<file path="src/rtl/sync_fifo_pkg.sv">
// Shared constants and width helpers for the single-clock flow-control FIFO.
package sync_fifo_pkg;

    localparam int DEF_MEM_DEPTH     = 4;
    localparam int DEF_DATA_WIDTH    = 20;
    localparam int DEF_AFULL_THRESH  = 3;
    localparam int DEF_AEMPTY_THRESH = 1;

    // Level counts 0..depth inclusive, hence depth+1 states.
    function automatic int lvl_width(input int depth);
        return $clog2(depth + 1);
    endfunction

    function automatic int ptr_width(input int depth);
        return (depth > 1) ? $clog2(depth) : 1;
    endfunction

endpackage

</file>
<file path="src/rtl/sync_fifo_ptr.sv">
// Modulo-DEPTH wrapping pointer with synchronous clear and increment.
module sync_fifo_ptr
    import sync_fifo_pkg::*;
#(
    parameter int   DEPTH = DEF_MEM_DEPTH,
    localparam int  PTR_W = ptr_width(DEPTH)
) (
    input  logic             clk,
    input  logic             sysReset,
    input  logic             clr,
    input  logic             inc,
    output logic [PTR_W-1:0] ptr
);

    logic [PTR_W-1:0] ptr_r;
    logic [PTR_W-1:0] ptr_nxt_s;

    // Next pointer: clear wins over increment; wrap by explicit compare so any depth works.
    always_comb begin
        ptr_nxt_s = ptr_r;
        if (clr) begin
            ptr_nxt_s = {PTR_W{1'b0}};
        end else if (inc) begin
            if (ptr_r == PTR_W'(DEPTH - 1)) begin
                ptr_nxt_s = {PTR_W{1'b0}};
            end else begin
                ptr_nxt_s = ptr_r + PTR_W'(1);
            end
        end else begin
            ptr_nxt_s = ptr_r;
        end
    end

    // Pointer register with synchronous active-low reset.
    always_ff @(posedge clk) begin
        if (!sysReset) begin
            ptr_r <= {PTR_W{1'b0}};
        end else begin
            ptr_r <= ptr_nxt_s;
        end
    end

    assign ptr = ptr_r;

endmodule

</file>
<file path="src/rtl/sync_fifo_flow.sv">
// Single-clock valid/ready FIFO of arbitrary depth with level and almost flags.
// Optional high-water mark output enabled by defining SYNC_FIFO_HWM_EN.
module sync_fifo_flow
    import sync_fifo_pkg::*;
#(
    parameter int   MEM_DEPTH     = DEF_MEM_DEPTH,
    parameter int   DATA_WIDTH    = DEF_DATA_WIDTH,
    parameter int   AFULL_THRESH  = DEF_AFULL_THRESH,
    parameter int   AEMPTY_THRESH = DEF_AEMPTY_THRESH,
    localparam int  LVL_W         = lvl_width(MEM_DEPTH)
) (
    input  logic                  clk,
    input  logic                  sysReset,
    input  logic                  flush,
    input  logic                  infoInValid,
    input  logic [DATA_WIDTH-1:0] infoIn,
    output logic                  readyForInfo,
    output logic                  infoOutValid,
    output logic [DATA_WIDTH-1:0] infoOut,
    input  logic                  readyForOut,
    output logic [LVL_W-1:0]      level,
`ifdef SYNC_FIFO_HWM_EN
    output logic [LVL_W-1:0]      maxLevel,
`endif
    output logic                  almostFull,
    output logic                  almostEmpty
);

    localparam int PTR_W = ptr_width(MEM_DEPTH);

    logic [DATA_WIDTH-1:0] mem_r [MEM_DEPTH];
    logic [PTR_W-1:0]      wr_ptr_s;
    logic [PTR_W-1:0]      rd_ptr_s;
    logic [LVL_W-1:0]      level_r;
    logic [LVL_W-1:0]      level_nxt_s;
    logic                  we_s;
    logic                  re_s;
    logic                  mem_wr_s;

    // Flow flags come only from the level register, keeping valid/ready paths registered.
    assign readyForInfo = (level_r != LVL_W'(MEM_DEPTH));
    assign infoOutValid = (level_r != {LVL_W{1'b0}});
    assign almostFull   = (level_r >= LVL_W'(AFULL_THRESH));
    assign almostEmpty  = (level_r <= LVL_W'(AEMPTY_THRESH));
    assign level        = level_r;

    assign we_s     = infoInValid & readyForInfo;
    assign re_s     = infoOutValid & readyForOut;
    assign mem_wr_s = we_s & sysReset & ~flush;

    sync_fifo_ptr #(.DEPTH(MEM_DEPTH)) u_wr_ptr (
        .clk      (clk),
        .sysReset (sysReset),
        .clr      (flush),
        .inc      (we_s),
        .ptr      (wr_ptr_s)
    );

    sync_fifo_ptr #(.DEPTH(MEM_DEPTH)) u_rd_ptr (
        .clk      (clk),
        .sysReset (sysReset),
        .clr      (flush),
        .inc      (re_s),
        .ptr      (rd_ptr_s)
    );

    // Next level: flush empties; a simultaneous read and write cancel out.
    always_comb begin
        level_nxt_s = level_r;
        if (flush) begin
            level_nxt_s = {LVL_W{1'b0}};
        end else begin
            case ({we_s, re_s})
                2'b10:   level_nxt_s = level_r + LVL_W'(1);
                2'b01:   level_nxt_s = level_r - LVL_W'(1);
                default: level_nxt_s = level_r;
            endcase
        end
    end

    // Level register with synchronous active-low reset.
    always_ff @(posedge clk) begin
        if (!sysReset) begin
            level_r <= {LVL_W{1'b0}};
        end else begin
            level_r <= level_nxt_s;
        end
    end

    // Storage array; contents survive reset and flush, only pointers are cleared.
    always_ff @(posedge clk) begin
        if (mem_wr_s) begin
            mem_r[wr_ptr_s] <= infoIn;
        end else begin
            mem_r[wr_ptr_s] <= mem_r[wr_ptr_s];
        end
    end

    assign infoOut = mem_r[rd_ptr_s];

`ifdef SYNC_FIFO_HWM_EN
    logic [LVL_W-1:0] max_level_r;

    // High-water mark tracks the peak upcoming level; flush leaves it untouched.
    always_ff @(posedge clk) begin
        if (!sysReset) begin
            max_level_r <= {LVL_W{1'b0}};
        end else if (level_nxt_s > max_level_r) begin
            max_level_r <= level_nxt_s;
        end else begin
            max_level_r <= max_level_r;
        end
    end

    assign maxLevel = max_level_r;
`endif

endmodule

</file>
<file path="config.mk">
export PLATFORM = sky130hd
export DESIGN_NAME = sync_fifo_flow
export DESIGN_NICKNAME = d
export VERILOG_FILES = /design/src/rtl/sync_fifo_pkg.sv /design/src/rtl/sync_fifo_ptr.sv /design/src/rtl/sync_fifo_flow.sv
export SDC_FILE = /design/constraint.sdc
export NUM_CORES = 1
export LEC_CHECK = 0
export BUFFER_PORTS_ARGS = -buffer_cell sky130_fd_sc_hd__buf_2
export CORE_UTILIZATION = 35
export DETAILED_ROUTE_END_ITERATION = 10
export PLACE_DENSITY = 0.58
export SYNTH_ARGS = -nofsm -noshare
export SYNTH_HDL_FRONTEND = slang
export SYNTH_SLANG_ARGS = --single-unit
</file>
<file path="constraint.sdc">
create_clock -name clk -period 1.9 [get_ports clk]
set_input_delay 0.19 -clock clk [delete_from_list [all_inputs] [get_ports clk]]
set_output_delay 0.19 -clock clk [all_outputs]
set_load 0.1 [all_outputs]
</file>
# [Word level (Yosys, flattened, before mapping)]
# Memories as Yosys holds them, arrays and structs flattened. A register that Yosys moved wholly into a read port is not among the register bits.
# Index checks and enable logic that the tools add are counted.
[word_totals] out_inout_bits=27 reg_bits=7 memories=1 ramBits=80
[classes] n_bitwise=7 magnitude_cmp=2 mux=9 n_reduce_logical=4 eq_ne=6 add_sub_neg=4
[memory_table] memory="mem_r" depth=4 width=20 rd=1 rd_clocked_by_memory_dff=1 write_ports=1 line_no="sync_fifo_flow.sv:31" text="logic [DATA_WIDTH-1:0] mem_r [MEM_DEPTH];"
[op_table] op="two-way mux 20 bit" n=1
[op_table] op="two-way mux 2 bit" n=4
[op_table] op="equality test 2 bit (second input constant)" n=3
[op_table] op="one-hot mux 3 bit (2 select lines)" n=1
[op_table] op="adder 2 x 1 -> 2 bit (second input constant)" n=2
[op_table] op="bitwise AND 1 bit" n=4
[op_table] op="adder 3 x 1 -> 3 bit (second input constant)" n=1
[op_table] op=">= comparator 3 x 2 -> 1 bit (second input constant)" n=1
[op_table] op="<= comparator 3 x 1 -> 1 bit (second input constant)" n=1
[op_table] op="two-way mux 1 bit" n=3
[op_table] op="!= test 3 bit (second input constant)" n=1
[op_table] op="nonzero test 3 bit" n=1
[op_table] op="subtractor 3 x 1 -> 3 bit (second input constant)" n=1
[op_table] op="equality test 2 x 1 -> 1 bit (second input constant)" n=1
[op_table] op="NOT 1 bit" n=2
[op_table] op="AND reduction 2 bit" n=1
[op_table] op="nonzero test 2 bit" n=1
[op_table] op="OR reduction 2 bit" n=1
[op_table] op="!= test 0 bit" n=1
[op_table] op="OR 1 bit" n=1

# [Depth between registers and ports, before layout]
# Gate-level depths: netlist of the first run.
[depth] ltp_word=7 ltp_mapped=8 depth_no_buf=8

# [Cells and area by module]
# From an unflattened synthesis of the first run, not the netlist that was laid out.
[unflattened] cells_unflattened=161 area_unflattened_um2=3365.7
[by_module_without_submodules] module="sync_fifo_flow" n_inst=1 area_each_um2=3173.0 cells_each=143
[by_module_without_submodules] module="sync_fifo_ptr" n_inst=2 area_each_um2=96.3 cells_each=9

# [Worst setup path before layout of the first run]
# No wires, ideal clock.
[synth_timing] path_kind="reg-to-output" from="register level_r[1] (netlist: level[1])" to="output port almostFull" t_required_ns=1.710 arrival_ns=3.388 stages_incl_launch_ff=3 setup_slack_ns=-1.678 path_cell_list="dfxtp_1 inv_1 o21ai_0"
[synth_between] elab_chain_cells=1
[synth_lines] element="from (decl)" line_no="sync_fifo_flow.sv:34" text="logic [LVL_W-1:0] level_r;"
[synth_lines] element="from (signal assigned)" line_no="sync_fifo_flow.sv:84" text="level_r <= {LVL_W{1'b0}};"
[synth_lines] element="from (signal assigned)" line_no="sync_fifo_flow.sv:86" text="level_r <= level_nxt_s;"
[synth_lines] element=">= comparator 3 x 2 -> 1 bit" line_no="sync_fifo_flow.sv:43" text="assign almostFull = (level_r >= LVL_W'(AFULL_THRESH));"
[synth_lines] element="to (decl)" line_no="sync_fifo_flow.sv:25" text="output logic almostFull,"
# No other way between the ends.

==> results.py, run 1 <==
metrics = {
    "sta": {
        "fin_setup_tns_ps": 0,
        "finalCritPeriodShare_pct": 97.4,
        "min_period_ps": 1850,
        "slew_headroom_pct": 67.7,
        "hold_ws_ps": 52.2,
        "setup_viol": 0,
        "worstMarginPinSlew_ps": 488,
        "skew_ps": 9.01,
        "rsz0062_at_grt": "true",
        "slew_viol_final": 0,
        "fmax_ghz": 0.540,
        "hold_viol": 0,
    },
    "global_routing": {
        "grt_pass1_wl_mm": 9.14,
        "grt_pass1_vias": 1761,
        "antenna_found_initial": 0,
        "globalRouteTotalUtil_pct": 12.6,
        "grt_max_degree": 21,
        "overflow": 0,
    },
    "cells_and_area": {
        "nets": 266,
        "drive_gt1_share_pct": 48.1,
        "antenna_cells": 0,
        "finalInstanceArea_sq_um": 4310,
        "area_growth_pct": 25.8,
        "fin_util_pct": 46.0,
    },
    "logic_synthesis": {
        "synth_seq_cells": 89,
        "synthCells": 168,
        "ys_types": 24,
        "synth-seq-area-share_pct": 75.4,
        "synth_area_per_cell_sq_um": 20.4,
        "syn_area_sq_um": 3430,
        "synth_fp_nets": 204,
        "yosys_warnings": 0,
    },
    "power_and_ir_drop": {
        "pwr_density_cell_nw_per_um2": 936,
        "leakage_nw": 1.48,
        "vdd_drop_max_v": 0.000370,
        "design_power_total_mw": 4.03,
    },
    "clock_tree": {
        "tritoncts": "built",
        "cts_made_buffers": 9,
        "cts.path.max_buffers": 2,
        "postCtsHoldBufs": 0,
        "insertion_delay_ps": 340,
        "cts-root-buf": "clkbuf_8",
        "cts_htree_levels": 3,
        "clk_pin_slew_worst_paths_ps": 90,
        "cts_sinks": 89,
    },
    "critical_path": {
        "critPathTopFamily": "multiplexers",
        "path_cells": "buf_12 -> mux4_2 -> buf_6",
        "r2r_setup_slack_ps": 100,
        "start_kind": "flip-flop",
        "cpPeakStageDelay_ps": 540,
        "critical_path_buf_inv_count": 2,
        "cp.arrival_ps": 1660,
        "crit_cells": 3,
        "crit_fanout": 10,
        "critical_path_required_ps": 1710,
        "crit_type": "reg -> out",
        "reg2reg_depth": 5,
        "end_kind": "output pin",
        "slowest_stage": "mux4_2",
    },
    "route": {
        "avgRoutedWirePerCell_um": 15.8,
        "antenna_left": 0,
        "remaining_drc_errors": 0,
        "via_per_inst": 4.60,
        "drt_iter0_drc": 61,
        "dr.pass1.iters": 4,
        "wl_mm": 5.73,
        "vias": 1675,
    },
    "placed_design": {
        "placed_area_sq_um": 3910,
        "hpwl_mm": 3.52,
        "gp_congestion": 0.755,
        "numPortBuffers": 51,
    },
    "worst_hold_path": {
        "hold-path-cell-count": 1,
        "hold_class": "in -> reg",
    },
    "floorplan": {
        "die_w_um": 101,
        "core-area_sq_um": 9370,
        "ios": 52,
        "start_util_pct": 36.6,
        "row_count": 35,
        "die_y_um": 101,
        "die-area_sq_um": 10200,
    },
    "status": {
        "status": "completed",
    },
    "job": {
        "drv_cap": 0,
    },
}
cells in the mapped netlist, drive strengths merged:
library cell   n  area share, %
dfxtp          9            5.3
mux4          20             13
a21oi          5           0.73
clkbuf         3           0.33
xor2           2           0.51
o21ai          4           0.58
nand2          2           0.22
nand3          1           0.15
a211oi         1           0.22
nor2b          3           0.62
edfxtp        80             70
nor2           7           0.77
a31oi          1           0.18
inv            7           0.77
nand2b         1           0.18
or4            1           0.22
or3            1           0.18
buf            2           0.29
and2           4           0.73
a21bo          1           0.29
mux2           1           0.33
nor3           1           0.15
ha            11            4.0
kinds of logic (layout without fill, tap and decap cells):
family / after synthesis / in the layout / share of synthesized area, %
buffers and inverters: 12 / 79 / 1.39
AND/OR/NAND/NOR: 21 / 21 / 3.21
XOR/XNOR: 2 / 2 / 0.511
flip-flops: 89 / 89 / 75.4
AO/OA/AOI/OAI: 12 / 12 / 2.01
adder cells (fa/ha/maj): 11 / 11 / 4.02
multiplexers: 21 / 21 / 13.5
through the flow:
stage	std cells	setup WS [ps]
floorplan	168	-0.132
global placement	346	110
detailed placement	346	70.5
CTS	363	0.430
global route	364	-12.9
finish	364	49.7
timing repair:
action / in CTS / in global routing
cloned: 1 / 0
endpoints found under the setup margin: 21 / 93
pin swaps: 0 / 0
buffers inserted: 0 / 1
resized for setup: 41 / 8
final timing paths:
kind | from | to
worst max-delay path | flip-flop | infoOut[13]
worst min register to register | u_rd_ptr.ptr[1] | u_rd_ptr.ptr[1]
worst max register to register | level[0] | mem_r[1][2]
worst min-delay path | infoIn[0] | mem_r[2][0]
sequential cells by signal (all words and copies together), names as in the netlist, named ones only:
signal,count
u_rd_ptr.ptr,2
level,3
mem_r,80
u_wr_ptr.ptr,2
cells in the final DEF, fill, tap and decap left out, drive strengths merged:
master,instances
xor2,2
buf,56
and2,4
nor2,7
a21bo,1
nand3,1
a21oi,5
mux2,1
clkinvlp,3
dfxtp,9
a211oi,1
nand2b,1
bufinv,2
or4,1
edfxtp,80
nor2b,3
nand2,2
or3,1
nor3,1
clkinv,2
clkbuf,9
o21ai,4
mux4,20
inv,7
ha,11
a31oi,1
metal layers:
| layer | track usage, % | part of all wire [%] |
|---|---|---|
| met1 | 15.1 | 44 |
| met2 | 21.5 | 51 |
| met3 | 4.16 | 4.4 |
| met4 | 4.01 | 1.1 |
| met5 | 0 | 0 |
layout make-up:
type / instances / area, sq um
fill: 845 / 5060
timing repair buffer: 56 / 474
sequential: 89 / 2590
clock buffer: 9 / 124
inverter: 7 / 30.0
clock inverter: 7 / 93.8
tap: 129 / 161
multi-input combinational: 67 / 832
report_power, final:
| group | leakage, nW | total, mW | internal [mW] | switching [mW] |
|---|---|---|---|---|
| Combinational | 0.573 | 0.483 | 0.141 | 0.342 |
| Clock | 0.106 | 1.39 | 0.740 | 0.645 |
| Sequential | 0.798 | 2.17 | 2.15 | 0.0131 |
(Power assumes the default switching activity.)
==> run 2: changes to the inputs <==
--- a/config.mk
+++ b/config.mk
@@ -6,9 +6,11 @@
 export NUM_CORES = 1
 export LEC_CHECK = 0
 export BUFFER_PORTS_ARGS = -buffer_cell sky130_fd_sc_hd__buf_2
+export CELL_PAD_IN_SITES_DETAIL_PLACEMENT = 1
+export CELL_PAD_IN_SITES_GLOBAL_PLACEMENT = 2
 export CORE_UTILIZATION = 35
 export DETAILED_ROUTE_END_ITERATION = 10
-export PLACE_DENSITY = 0.58
+export PLACE_DENSITY = 0.73
 export SYNTH_ARGS = -nofsm -noshare
 export SYNTH_HDL_FRONTEND = slang
 export SYNTH_SLANG_ARGS = --single-unit
==> run 2 against run 1 <==
Net effect: sequential power about the same; critical path depth unchanged; non-clock buffer count increased by 1; critical endpoint is now infoOut[4].
==> results.py, run 2 (synthesis gave the netlist of run 1 again) <==
metrics = {
    "critical_path": {
        "path_cells": "buf_12 -> mux4_2 -> buf_6",
        "reg2reg_to": "level[2]",
        "crit_type": "reg -> out",
        "cpPeakStageDelay_ps": 540,
        "end_kind": "output pin",
        "slowest_stage": "mux4_2",
        "start_kind": "flip-flop",
        "crit_fanout": 10,
        "r2r_setup_slack_ps": 110,
        "critPathTopFamily": "multiplexers",
        "r2r-start": "level[0]",
        "cp.arrival_ps": 1680,
        "reg2reg_depth": 7,
        "critical_path_buf_inv_count": 2,
        "critical_path_required_ps": 1710,
    },
    "sta": {
        "rsz0062_at_grt": "true",
        "fmax_ghz": 0.536,
        "hold_viol": 0,
        "setup_viol": 0,
        "skew_ps": 17.3,
        "slew_viol_final": 0,
        "worstMarginPinSlew_ps": 494,
        "finalCritPeriodShare_pct": 98.2,
        "slew_headroom_pct": 67.3,
        "min_period_ps": 1870,
    },
    "power_and_ir_drop": {
        "p_int_mw": 2.78,
        "leakage_nw": 1.45,
        "power.share.clock_pct": 30.3,
        "combPwrFrac_pct": 12.8,
        "vdd_drop_max_v": 0.000428,
        "p_seq_share_pct": 56.9,
        "switching_share_pct": 27.0,
        "design_power_total_mw": 3.81,
        "pwr_density_cell_nw_per_um2": 892,
        "p_switching_mw": 1.03,
    },
    "route": {
        "via_per_inst": 4.69,
        "wl_mm": 6.13,
        "remaining_drc_errors": 0,
        "dr.pass1.iters": 4,
        "avgRoutedWirePerCell_um": 16.8,
        "drt_iter0_drc": 58,
        "vias": 1711,
        "antenna_left": 0,
    },
    "cells_and_area": {
        "largest_reg_flops": 80,
        "multi_input_area_sq_um": 827,
        "seqCellArea_sq_um": 2590,
        "layout_common_cells": "80 x edfxtp_1, 30 x buf_2, 20 x mux4_2, 16 x buf_6, 11 x ha_1",
        "layout_commonest_cell": "edfxtp_1",
        "antenna_cells": 0,
        "area_growth_pct": 24.5,
        "drive_gt1_share_pct": 47.0,
        "fin_util_pct": 45.5,
        "nets": 267,
        "final_cells": 365,
        "fillCellCount": 929,
        "finalInstanceArea_sq_um": 4270,
        "largest_register": "mem_r",
    },
    "clock_tree": {
        "clk_pin_slew_worst_paths_ps": 100,
        "insertion_delay_ps": 350,
        "cts_made_buffers": 9,
        "cts_htree_levels": 3,
        "tritoncts": "built",
        "cts.path.max_buffers": 2,
        "cts_sinks": 89,
        "cts-root-buf": "clkbuf_8",
    },
    "floorplan": {
        "die-area_sq_um": 10200,
        "die_y_um": 101,
        "row_count": 35,
        "ios": 52,
        "start_util_pct": 36.6,
        "core-area_sq_um": 9370,
        "die_w_um": 101,
    },
    "placed_design": {
        "placed_area_sq_um": 3900,
        "numPortBuffers": 51,
        "placedCellCount": 347,
        "hpwl_mm": 3.91,
        "gp_congestion": 0.692,
    },
    "global_routing": {
        "globalRouteTotalUtil_pct": 12.9,
        "overflow": 0,
        "grt_max_degree": 21,
        "grt_pass1_wl_mm": 9.34,
        "antenna_found_initial": 1,
        "grt_pass1_vias": 1809,
    },
    "worst_hold_path": {
        "hold_class": "in -> reg",
        "hold-path-cell-count": 1,
        "min_to": "mem_r[1][0]",
        "hp-start": "infoIn[0]",
    },
    "status": {
        "status": "completed",
    },
    "job": {
        "drv_cap": 0,
    },
}
[run 2: worst max path at each step]
stage | to | slack [ps] | cells past startpoint
finish | infoOut[4] | 30 | 3
global placement | mem_r[1][9] | 120 | 5
global route | infoOut[4] | -20 | 3
floorplan | level[2] | -0.1 | 7
detailed placement | mem_r[1][9] | 60 | 5
CTS | infoOutValid | 6 | 6
[run 2: layout make-up]
class / instances / share of cell area, %
Sequential cell: 89 / 60.8
Multi-Input combinational cell: 67 / 19.4
Timing Repair Buffer: 57 / 11.1
Tap cell: 129 / 3.78
Clock buffer: 9 / 2.90
Clock inverter: 7 / 1.26
Inverter: 7 / 0.704
[run 2: power groups by stage]
stage | logic (mW) | clock network [mW] | registers, mW
floorplan | 0.317 | 0 | 2.24
global placement | 0.447 | 0 | 2.21
detailed placement | 0.448 | 0 | 2.21
CTS | 0.475 | 1.19 | 2.17
global route | 0.511 | 1.26 | 2.17
finish | 0.487 | 1.15 | 2.17
[run 2: worst register-to-register path, delay by kind of cell (launching register included)]
family	cells	cell delay, ps
DFF	1	380
AOI/OAI and AO/OA	3	460
buffers and inverters	1	60
adders and majority gates	2	610
and+or+nand+nor	1	210
[run 2: repair_timing]
item,in CTS,in global routing
hold buffers,0,0
resized for setup,30,14
setup endpoints to repair,21,95
pin swaps,0,2
setup buffers,0,0
gates cloned,1,1
[run 2: per-layer routing]
metal  part of all wire [%]  vias to the layer above  track usage [%]
met1                     44                      864             15.0
li1                       -                      792                -
met2                     50                       42             22.2
met3                    4.0                       11             2.91
met5                   0.13                        -                0
met4                    2.0                        2             6.69
[run 2: metrics by stage]
stage | setup TNS, ps | setup slack (ps) | hold WS (ps)
after CTS | 0 | 5.71 | 41.2
after detailed placement | 0 | 63.8 | 417
after global placement | 0 | 115 | 406
final | 0 | 33.5 | 52.1
after global routing | -63.0 | -19.5 | 44.2
after floorplan | -0.132 | -0.132 | 289
